--- src/rtl/cache_tag_lookup_ctrl.sv ---
// rtl/cache_tag_lookup_ctrl.sv - lookup/allocate controller in front of a synchronous-read tag RAM
// One lookup at a time: read the indexed entry, compare, optionally allocate; flush sweeps all entries to 0.
module cache_tag_lookup_ctrl #(
   parameter int AWIDTH = 3,
   parameter int DWIDTH = 7,
   localparam int TAGW  = DWIDTH - 1,
   localparam int DEPTH = 1 << AWIDTH
) (
   input  logic                   clock,
   input  logic                   reset_n,
   input  logic                   req_valid,
   output logic                   req_ready,
   input  logic [TAGW+AWIDTH-1:0] req_addr,
   input  logic                   req_alloc,
   input  logic                   flush,
   output logic                   busy,
   output logic                   rsp_valid,
   input  logic                   rsp_ready,
   output logic                   rsp_hit,
   output logic                   rsp_vic_valid,
   output logic [TAGW-1:0]        rsp_vic_tag,
   output logic [AWIDTH-1:0]      tr_addr,
   output logic [DWIDTH-1:0]      tr_din,
   output logic                   tr_we,
   input  logic [DWIDTH-1:0]      tr_dout
);

   typedef enum logic [2:0] {
      S_IDLE, S_LOOKUP, S_COMPARE, S_UPDATE, S_RESP, S_FLUSH
   } state_t;

   state_t            state_q, state_d;
   logic [TAGW-1:0]   tag_q, tag_d;
   logic [AWIDTH-1:0] idx_q, idx_d;
   logic              alloc_q, alloc_d;
   logic              hit_q, hit_d;
   logic              vic_valid_q, vic_valid_d;
   logic [TAGW-1:0]   vic_tag_q, vic_tag_d;
   logic [AWIDTH-1:0] fl_cnt_q, fl_cnt_d;
   logic              cmp_hit;

   always_ff @(posedge clock or negedge reset_n) begin
      if (!reset_n) begin
         state_q     <= S_IDLE;
         tag_q       <= '0;
         idx_q       <= '0;
         alloc_q     <= 1'b0;
         hit_q       <= 1'b0;
         vic_valid_q <= 1'b0;
         vic_tag_q   <= '0;
         fl_cnt_q    <= '0;
      end else begin
         state_q     <= state_d;
         tag_q       <= tag_d;
         idx_q       <= idx_d;
         alloc_q     <= alloc_d;
         hit_q       <= hit_d;
         vic_valid_q <= vic_valid_d;
         vic_tag_q   <= vic_tag_d;
         fl_cnt_q    <= fl_cnt_d;
      end
   end

   // RAM word is valid in COMPARE: the address was latched at the LOOKUP closing edge.
   assign cmp_hit = tr_dout[DWIDTH-1] & (tr_dout[TAGW-1:0] == tag_q);

   always_comb begin
      state_d     = state_q;
      tag_d       = tag_q;
      idx_d       = idx_q;
      alloc_d     = alloc_q;
      hit_d       = hit_q;
      vic_valid_d = vic_valid_q;
      vic_tag_d   = vic_tag_q;
      fl_cnt_d    = fl_cnt_q;
      req_ready   = 1'b0;
      rsp_valid   = 1'b0;
      busy        = 1'b0;
      tr_we       = 1'b0;
      tr_din      = '0;
      tr_addr     = idx_q;
      case (state_q)
         S_IDLE: begin
            req_ready = ~flush;
            if (flush) begin
               fl_cnt_d = '0;
               state_d  = S_FLUSH;
            end else if (req_valid) begin
               tag_d   = req_addr[TAGW+AWIDTH-1:AWIDTH];
               idx_d   = req_addr[AWIDTH-1:0];
               alloc_d = req_alloc;
               state_d = S_LOOKUP;
            end
         end
         S_LOOKUP: state_d = S_COMPARE;
         S_COMPARE: begin
            hit_d       = cmp_hit;
            vic_valid_d = tr_dout[DWIDTH-1];
            vic_tag_d   = tr_dout[TAGW-1:0];
            state_d     = (~cmp_hit & alloc_q) ? S_UPDATE : S_RESP;
         end
         S_UPDATE: begin
            tr_we   = 1'b1;
            tr_din  = {1'b1, tag_q};
            state_d = S_RESP;
         end
         S_RESP: begin
            rsp_valid = 1'b1;
            if (rsp_ready) state_d = S_IDLE;
         end
         S_FLUSH: begin
            busy    = 1'b1;
            tr_we   = 1'b1;
            tr_addr = fl_cnt_q;
            // Stop on the last entry rather than wrapping, so exactly DEPTH writes issue.
            if (fl_cnt_q == AWIDTH'(DEPTH - 1)) begin
               fl_cnt_d = '0;
               state_d  = S_IDLE;
            end else begin
               fl_cnt_d = fl_cnt_q + 1'b1;
            end
         end
         default: state_d = S_IDLE;
      endcase
   end

   assign rsp_hit       = hit_q;
   assign rsp_vic_valid = vic_valid_q;
   assign rsp_vic_tag   = vic_tag_q;

endmodule

--- config.mk ---
export PLATFORM = sky130hd
export DESIGN_NAME = cache_tag_lookup_ctrl
export DESIGN_NICKNAME = d
export VERILOG_FILES = /design/src/rtl/cache_tag_lookup_ctrl.sv
export SDC_FILE = /design/constraint.sdc
export NUM_CORES = 1
export LEC_CHECK = 0
export CAP_MARGIN = 20
export CELL_PAD_IN_SITES_DETAIL_PLACEMENT = 1
export CELL_PAD_IN_SITES_GLOBAL_PLACEMENT = 1
export CORE_MARGIN = 2
export CORE_UTILIZATION = 33
export CTS_CLUSTER_DIAMETER = 100
export DETAILED_ROUTE_END_ITERATION = 10
export GPL_TIMING_DRIVEN = 0
export PLACE_DENSITY = 0.78
export SYNTH_ARGS = -nofsm -noshare
export SYNTH_HDL_FRONTEND = slang
export SYNTH_SLANG_ARGS = --single-unit
export TNS_END_PERCENT = 5
--- constraint.sdc ---
create_clock -name clock -period 2.2 [get_ports clock]
set_clock_uncertainty 0.1 [all_clocks]
set_input_delay 0.44 -clock clock [delete_from_list [all_inputs] [get_ports clock]]
set_output_delay 0.44 -clock clock [all_outputs]
set_load 0.005 [all_outputs]
Word level (Yosys, flattened, before mapping)
Cells that the tools add are included.
Word-level totals
  bits in registers: 24
  bits of input ports: 22
  output and inout bits: 22
  word-level logic and storage cells: 45
Operators by class
  $add $sub $neg: 1
  eq/ne operators: 11
  multiplexer cells: 15
  bitwise logic cells: 4
  reduce and logical (&&, ||, !) cells: 6
Operators by type and width (number)
  3-bit two-way mux: 8
  3-bit one-hot mux with 6 select lines: 1
  3-bit == test, second input constant: 3
  7-bit two-way mux: 1
  3-bit by 2-bit == test with 1-bit output, second input constant: 2
  6-bit == test: 1
  2-bit inequality test, second input constant: 3
  3-bit one-hot mux with 2 select lines: 1
  3-bit AND reduction: 2
  1-bit two-way mux: 4
  3-bit by 1-bit adder with 3-bit output, second input constant: 1
  3-bit by 1-bit == test with 1-bit output, second input constant: 1
  3-bit logical NOT: 1
  3-bit inequality test, second input constant: 1
  1-bit bitwise AND: 2
  1-bit NOT: 2
  2-bit AND reduction: 1
  2-bit nonzero test: 1
  2-bit OR reduction: 1

Depth between registers and ports, before layout
Gate-level depths: netlist (run 1).
  word-level depth: 6
  depth in mapped cells: 5
  mapped depth without buffers: 5

Worst setup path after synthesis (run 1)
OpenSTA, ideal clock, no wires.
  path kind: register -> output
  start point: register state_q[1]
  end point: output tr_addr[0]
  arrival time: 1.239 ns
  required time: 1.660 ns
  path slack: 0.421 ns
  cell stages (with the launch flop): 4
  path buffers: 0
  cells stage by stage: dfrtp_1 > nand2b_1 > nor2_2 > mux2_2
Between the ends
  word-level cells in the longest chain between the ends: 2
RTL lines
  start, declared: RTL line 32  | state_t state_q, state_d;
  start signal, assigned: RTL line 53  | state_q <= state_d;
  3-bit == test: RTL line 82  | case (state_q)
  3-bit two-way mux: RTL line 82
  end, declared: RTL line 22  | output logic [AWIDTH-1:0] tr_addr,
No other way between the ends.

Final worst setup path (run 1)
  start point: register state_q[2]
  end point: output tr_din[4]
Between the ends
  word-level cells in the longest chain between the ends: 2
RTL lines
  3-bit by 2-bit == test with 1-bit output: RTL line 82
  7-bit two-way mux: RTL line 82
  end, declared: RTL line 23  | output logic [DWIDTH-1:0] tr_din,
No other way between the ends.

==> impl_metrics.json, run 1 <==
{
  "dpl.hpwl_um": 2610,
  "finalWirelength_um": 3600,
  "path_buf_inv": 3,
  "endpoint_kind": "output pin",
  "portBuffers": 43,
  "ir_drop_mv": 0.581,
  "clk_latency_ns": 0.32,
  "ys_seq_area_share_pct": 49.7,
  "viasPerCell": 5.05,
  "cts_buffer_depth": 2,
  "cp.required_ns": 1.66,
  "grt_pass1_wl_um": 5750,
  "yosys-top-cells-area": "dfrtp_1 (50%), mux2_2 (17%), nand2_1 (4.3%)",
  "cap_violations": 0,
  "rr_worst_depth": 5,
  "clkTransAtPathRegs_ns": 0.14,
  "period_needed_ns": 2.37,
  "synth-seq-cells": 24,
  "synth_area_per_cell_um2": 11.4,
  "final_nets": 185,
  "fin_crit_sh_pct": 108,
  "drt_iter0_markers": 31,
  "slew_headroom_pct": 63.2,
  "path_class": "reg -> out",
  "synth_top_area_share_pct": 49.7,
  "grt_pass1_vias": 1212,
  "yosysWarnings": 0,
  "syn_area_um2": 1210,
  "leakage_nw": 0.819,
  "setup_ws_ns": -0.166,
  "track_usage_pct": 17.8,
  "syn_inst": 106,
  "antenna_left": 0,
  "synth_nets": 130,
  "die_h_um": 64.5,
  "dr.pass1.iters": 4,
  "pin_count": 44,
  "crit_chain": "buf_6 -> buf_4 -> nor2_4 -> and2_1 -> clkdlybuf4s50_1",
  "synth_area_leader_cell": "dfrtp_1",
  "core-area_um2": 3420,
  "die_w_um": 64.5,
  "fp.dieArea_um2": 4160,
  "crit_arrival_ns": 1.83,
  "min_path_type": "in -> async",
  "instances_no_fill": 206,
  "setup_viol": 4,
  "place_inst": 195,
  "powerDensity_nw_per_um2": 1230,
  "antenna_cells": 0,
  "num_vias": 1041,
  "rr_startpoint": "state_q[0]",
  "max_stage_delay_ns": 0.50,
  "setup-tns-final_ns": -0.586,
  "cp-start-kind": "flop",
  "overflow": 0,
  "drc": 0,
  "row_count": 21,
  "fmax_mhz": 423,
  "ctsHoldBuffers": 0,
  "maxSlewViolCount": 0,
  "final_util_pct": 53.5,
  "cts_inserted_buffers": 3,
  "drive_above_1_share_pct": 26.9,
  "hold_viol_final": 0,
  "ys_types": 29,
  "initial_core_util_pct": 35.4,
  "wl_per_cell_um": 17.5,
  "critPathMaxFanout": 7,
  "rsz0062_at_grt": "yes",
  "cts_tree": "yes",
  "gp_congestion": 0.775,
  "tightest_slew_ns": 0.544,
  "grt_max_degree": 25,
  "r2r_slack_ns": 0.46,
  "r2r_end": "tag_q[4]",
  "antenna_found_initial": 0,
  "fillCellCount": 394,
  "cts_sinks": 24,
  "violations": "negative setup slack",
  "outcome": "finished, violations left",
  "syn_to_final_growth_pct": 51.1,
  "root_buffer": "clkbuf_4",
  "cpLargestDelayFamily": "buffers and inverters",
  "ctsHtreeMaxLevel": 1,
  "cpMaxStageDelayCell": "clkdlybuf4s50_1"
}
## routing by layer
metal	vias up	part of all wire, %	global-route usage [%]
met5	-	0	0
met2	35	52	31.3
met1	520	42	22.2
li1	479	-	-
met4	0	1.7	4.79
met3	7	4.6	3.65
## stage by stage
step                      setup WS, ns  power (W)  hold slack, ns  area [µm²]
after floorplan                  0.421    0.00138          0.0444        1210
after CTS                       -0.168    0.00224           0.405        1800
after global routing            -0.274    0.00241           0.252        1830
after global placement          -0.118    0.00185           0.361        1700
final                           -0.166    0.00224           0.259        1830
after detailed placement        -0.145    0.00192           0.373        1700
## kinds of logic after synthesis
logic type / share of synthesized area (%)
AOI/OAI and AO/OA: 9.11
xor gates and xnor gates: 4.35
adders and majority gates: 2.07
buffers and inverters: 1.76
DFF: 49.7
muxes: 16.8
and+or+nand+nor: 16.3
## area by class of cell
class / instances / area, µm² / share of cell area [%]
Multi-Input combinational cell: 77 / 607 / 33.2
Sequential cell: 24 / 602 / 32.9
Timing Repair Buffer: 50 / 490 / 26.8
Tap cell: 46 / 57.6 / 3.15
Clock buffer: 4 / 36.3 / 1.99
Buffer: 2 / 22.5 / 1.23
Inverter: 3 / 11.3 / 0.616
## sequential cells by signal (all words and copies together), names as in the netlist
signal,flops
fl_cnt_q,3
rsp_vic_tag,6
rsp_vic_valid,1
idx_q,3
state_q,3
rsp_hit,1
alloc_q,1
tag_q,6
## worst max path at each step
stage	from	end	depth (start not counted)
after global routing	state_q[2]	tr_din[4]	5
after CTS	state_q[2]	tr_din[0]	5
final	state_q[2]	tr_din[4]	5
after floorplan	state_q[1]	tr_addr[0]	3
after detailed placement	state_q[1]	tr_addr[0]	4
after global placement	state_q[1]	tr_addr[1]	4
## where the power goes
part,leakage (nW),internal [W],switching [W],total (W)
Combinational,0.507,0.000672,0.000495,0.00117
Sequential,0.291,0.000656,0.000176,0.000832
Clock,0.0210,0.000101,0.000139,0.000240
Total,0.819,0.00143,0.000810,0.00224
## cells in the final DEF, fill, tap and decap left out, types with 5 or more instances in the layout
cell and n:
buf_4 6, dlygate4sd2_1 8, nand2_1 14, mux2_2 18, and2_1 5, clkdlybuf4s50_1 33, o21ai_0 8, dfrtp_1 23
## synthesized netlist by cell type (all sizes together)
cell type / count
o22ai: 1
nor4: 1
nor2b: 1
nand2b: 1
o21ai: 8
and3: 1
dfrtp: 24
a32o: 1
a31o: 2
nor3: 2
nand4: 1
xor2: 3
ha: 2
buf: 2
and2: 6
inv: 3
mux2: 18
nor2: 4
a2bb2oi: 2
xnor2: 3
or4: 1
nand4b: 1
o41ai: 1
a21oi: 2
nand2: 15
## timing repair
action                     in CTS  in global routing
pin swaps                       3                  1
setup buffers                   6                  0
setup endpoints to repair      14                  7
resized for setup              19                  3
No activity file was read; power rests on OpenSTA's default activity.
==> run 2, diff against run 1 <==
Settings changed: RECOVER_POWER set to 100.
==> impl_metrics.json, run 2 (synthesized netlist as in run 1, its figures left out) <==
{
  "cp-start-kind": "flop",
  "viasPerCell": 5.03,
  "period_needed_ns": 2.36,
  "critPathMaxFanout": 7,
  "drc": 0,
  "root_buffer": "clkbuf_4",
  "cts_sinks": 24,
  "portBuffers": 43,
  "drive_above_1_share_pct": 23.1,
  "cts_buffer_depth": 2,
  "antenna_found_initial": 0,
  "antenna_left": 0,
  "pin_count": 44,
  "powerDensity_nw_per_um2": 1220,
  "switching_power_w": 0.000799,
  "p_clk_share_pct": 11.0,
  "outcome": "finished, violations left",
  "track_usage_pct": 17.8,
  "instances_no_fill": 206,
  "setup_viol": 4,
  "p_comb_share_pct": 51.1,
  "dr.pass1.iters": 4,
  "cts_inserted_buffers": 3,
  "swShare_pct": 36.7,
  "path_class": "reg -> out",
  "min_path_type": "in -> async",
  "tightest_slew_ns": 1.12,
  "wl_per_cell_um": 17.4,
  "die_w_um": 64.5,
  "cap_violations": 0,
  "final_cell_mix": "dfrtp_1 (23), clkdlybuf4s50_1 (23), mux2_2 (16)",
  "place_inst": 195,
  "grt_max_degree": 25,
  "core-area_um2": 3420,
  "fp.dieArea_um2": 4160,
  "initial_core_util_pct": 35.4,
  "crit_arrival_ns": 1.82,
  "maxSlewViolCount": 0,
  "violations": "negative setup slack",
  "final_nets": 185,
  "p_int_w": 0.00138,
  "fillCellCount": 398,
  "setup_ws_ns": -0.160,
  "clk_latency_ns": 0.32,
  "overflow": 0,
  "leakage_nw": 0.808,
  "cts_tree": "yes",
  "grt_pass1_vias": 1212,
  "grt_pass1_wl_um": 5750,
  "row_count": 21,
  "num_vias": 1037,
  "rsz0062_at_grt": "yes",
  "holdWs_ns": 0.281,
  "cp.required_ns": 1.66,
  "gp_congestion": 0.775,
  "dpl.hpwl_um": 2610,
  "fmax_mhz": 424,
  "ctsHtreeMaxLevel": 1,
  "seqPwrFrac_pct": 37.9,
  "syn_to_final_growth_pct": 48.3,
  "clkTransAtPathRegs_ns": 0.15,
  "finalWirelength_um": 3590,
  "die_h_um": 64.5,
  "endpoint_kind": "output pin",
  "slew_headroom_pct": 25.6,
  "fin_crit_sh_pct": 107,
  "drt_iter0_markers": 25,
  "antenna_cells": 0,
  "hold_viol_final": 0,
  "ir_drop_mv": 0.560
}
-- run 2: critical path, cell delays in order (launching register included) --
cell	delay [ns]
dfrtp_1	0.39
buf_6	0.12
buf_4	0.16
nor2_4	0.18
and2_1	0.16
clkdlybuf4s50_1	0.50
-- run 2: final timing paths --
kind                            start    endpoint  slack, ns  cells after the start
min in group clock            rsp_hit     rsp_hit       0.39                      2
max in group asynchronous     reset_n  state_q[1]       0.34                      2
setup / recovery           state_q[2]   tr_din[4]      -0.16                      5
setup reg to reg           state_q[0]    tag_q[4]       0.34                      5
hold / removal                reset_n    tag_q[1]       0.28                      1
hold reg to reg               rsp_hit     rsp_hit       0.39                      2
-- run 2: power groups by stage --
stage                     Combinational (W)  Clock [W]  Sequential, W
final                               0.00111   0.000240       0.000826
after global routing                0.00123   0.000265       0.000856
after CTS                           0.00117   0.000245       0.000824
after detailed placement            0.00107          0       0.000847
after global placement              0.00102          0       0.000825
after floorplan                    0.000585          0       0.000791
-- run 2: cell type report --
class / count / area (µm²) / area share (%)
clock buffers: 4 / 36.3 / 2.02
well taps: 46 / 57.6 / 3.21
plain buffers: 2 / 22.5 / 1.26
multi-input cells: 77 / 601 / 33.5
repair buffers: 50 / 463 / 25.8
inverters: 3 / 11.3 / 0.628
flip-flops and latches: 24 / 602 / 33.6
-- run 2: what timing repair did --
action / in CTS / in global routing
hold buffers: 0 / 0
setup endpoints to repair: 14 / 7
gates resized for setup: 19 / 3
setup buffers: 6 / 0
pin swaps: 3 / 1
-- run 2: through the flow --
stage	area, µm²	setup slack [ns]	total power [W]	TNS [ns]	utilization [%]
final	1790	-0.160	0.00218	-0.563	52.5
after global routing	1790	-0.274	0.00235	-1.00	52.5
after CTS	1800	-0.168	0.00224	-0.804	52.7
after detailed placement	1700	-0.145	0.00192	-0.953	49.7
after global placement	1700	-0.118	0.00185	-0.540	49.7
after floorplan	1210	0.421	0.00138	0	-
-- run 2: layer usage --
metal | part of all wire, % | global-route usage (%) | up-vias
met5 | 0 | 0 | -
met4 | 1.0 | 4.79 | 0
met3 | 4.1 | 3.65 | 4
met2 | 53 | 31.3 | 30
met1 | 42 | 22.2 | 525
li1 | - | - | 478
==> run 3, diff against run 2 <==
Settings changed: CAP_MARGIN 20 to 25.
==> impl_metrics.json, run 3 (synthesized netlist as in run 1, its figures left out) <==
{
  "outcome": "finished, violations left",
  "violations": "negative setup slack",
  "fillCellCount": 381,
  "fmax_mhz": 425,
  "cp.required_ns": 1.66,
  "cp-start-kind": "flop",
  "die_h_um": 64.5,
  "final_cell_mix": "dfrtp_1 (23), clkdlybuf4s50_1 (20), mux2_2 (18)",
  "gp_congestion": 0.775,
  "crit_arrival_ns": 1.82,
  "drc": 0,
  "pin_count": 44,
  "slew_headroom_pct": 46.2,
  "power_w": 0.00218,
  "hold_depth": 2,
  "fin_crit_sh_pct": 107,
  "syn_to_final_growth_pct": 48.6,
  "grt_pass1_vias": 1224,
  "tightest_slew_ns": 0.807,
  "track_usage_pct": 18.5,
  "rsz0062_at_grt": "yes",
  "endpoint_kind": "output pin",
  "ir_drop_mv": 0.655,
  "antenna_found_initial": 0,
  "r2r_slack_ns": 0.20,
  "powerDensity_nw_per_um2": 1210,
  "rr_worst_depth": 5,
  "antenna_cells": 0,
  "hold_viol_final": 0,
  "setup_ws_ns": -0.155,
  "cts_sinks": 24,
  "final_nets": 187,
  "grt_pass1_wl_um": 5840,
  "path_class": "reg -> out",
  "core-area_um2": 3420,
  "fp.dieArea_um2": 4160,
  "setup_viol": 4,
  "cts_tree": "yes",
  "cts_inserted_buffers": 3,
  "clkTransAtPathRegs_ns": 0.14,
  "die_w_um": 64.5,
  "cts_buffer_depth": 2,
  "num_vias": 1053,
  "holdWs_ns": 0.388,
  "critPathMaxFanout": 3,
  "row_count": 21,
  "viasPerCell": 5.06,
  "maxSlewViolCount": 0,
  "multi_input_area_um2": 593,
  "grtUsageMet2_pct": 34.0,
  "rr_startpoint": "state_q[0]",
  "clk_latency_ns": 0.32,
  "drive_above_1_share_pct": 25.3,
  "wl_per_cell_um": 17.4,
  "ctsHtreeMaxLevel": 1,
  "grtUsageMet1_pct": 20.8,
  "initial_core_util_pct": 35.4,
  "dpl.hpwl_um": 2580,
  "portBuffers": 43,
  "groute.layer.met3.usage_pct": 3.82,
  "dr.pass1.iters": 4,
  "cap_violations": 0,
  "layout_commonest_cell": "dfrtp_1",
  "min_path_type": "reg -> reg",
  "worstHoldStart": "rsp_hit",
  "antenna_left": 0,
  "globalRoute.busiestLayer": "met2",
  "leakage_nw": 0.827,
  "seq_area_um2": 602,
  "ctsHoldBuffers": 0,
  "grt_max_degree": 15,
  "hold_path_end": "rsp_hit",
  "finalWirelength_um": 3630,
  "drt_iter0_markers": 25,
  "r2r_end": "rsp_vic_tag[4]",
  "period_needed_ns": 2.36,
  "overflow": 0,
  "root_buffer": "clkbuf_4"
}
-- run 3: cell types whose count changed in the layout (fill, tap and decap cells not counted), moves of 2 or more --
cell	delta
mux2_1	-2
mux2_2	+2
and2_1	-2
clkdlybuf4s15_1	+2
and2_4	+2
clkbuf_1	+2
clkdlybuf4s50_1	-3
-- run 3: worst max-delay path, cell delays in order, from the launching register on --
cell,delay (ns)
dfrtp_1,0.41
clkbuf_4,0.14
inv_1,0.08
nor2_4,0.14
buf_4,0.14
mux2_2,0.32
dlygate4sd2_1,0.26
-- run 3: how the worst max path moves through the flow --
stage               start          to  slack (ns)  depth (start not counted)
2_1_floorplan  state_q[1]  tr_addr[0]        0.42                          3
3_3_place_gp   state_q[1]  tr_addr[1]       -0.12                          4
3_5_place_dp   state_q[1]  tr_addr[0]       -0.15                          4
4_1_cts        state_q[2]   tr_din[1]       -0.16                          5
5_1_grt        state_q[0]  tr_addr[1]       -0.21                          6
6_report       state_q[0]  tr_addr[1]       -0.16                          6
-- run 3: area by class of cell --
cell class,instances,area share (%)
Buffer,2,0.836
Clock buffer,4,2.02
Inverter,3,0.627
Multi-Input combinational cell,77,33.0
Sequential cell,24,33.5
Tap cell,46,3.21
Timing Repair Buffer,52,26.8
-- run 3: layer usage --
metal	part of all wire (%)	routed length, µm
met4	2.2	80
met1	39	1410
met5	0	0
met2	53	1920
met3	6.0	218
-- run 3: through the flow --
step	instances	instance area (µm²)	setup WS [ns]	utilization, %	setup TNS (ns)
2_1_floorplan	106	1210	0.421	-	0
3_3_place_gp	195	1700	-0.118	49.7	-0.540
3_5_place_dp	196	1710	-0.148	50.1	-0.973
4_1_cts	207	1820	-0.155	53.4	-0.588
5_1_grt	208	1800	-0.212	52.6	-0.854
6_report	208	1800	-0.155	52.6	-0.419
-- run 3: where the power goes --
part | internal [W] | switching, W | total, W
Combinational | 0.000627 | 0.000490 | 0.00112
Clock | 0.000101 | 0.000138 | 0.000240
Sequential | 0.000656 | 0.000164 | 0.000820
-- run 3: timing repair --
| item | 4_1_cts | 5_1_grt |
|---|---|---|
| pin swaps | 4 | 1 |
| setup buffers | 7 | 1 |
| endpoints found under the setup margin | 14 | 6 |
| gates resized for setup | 22 | 10 |
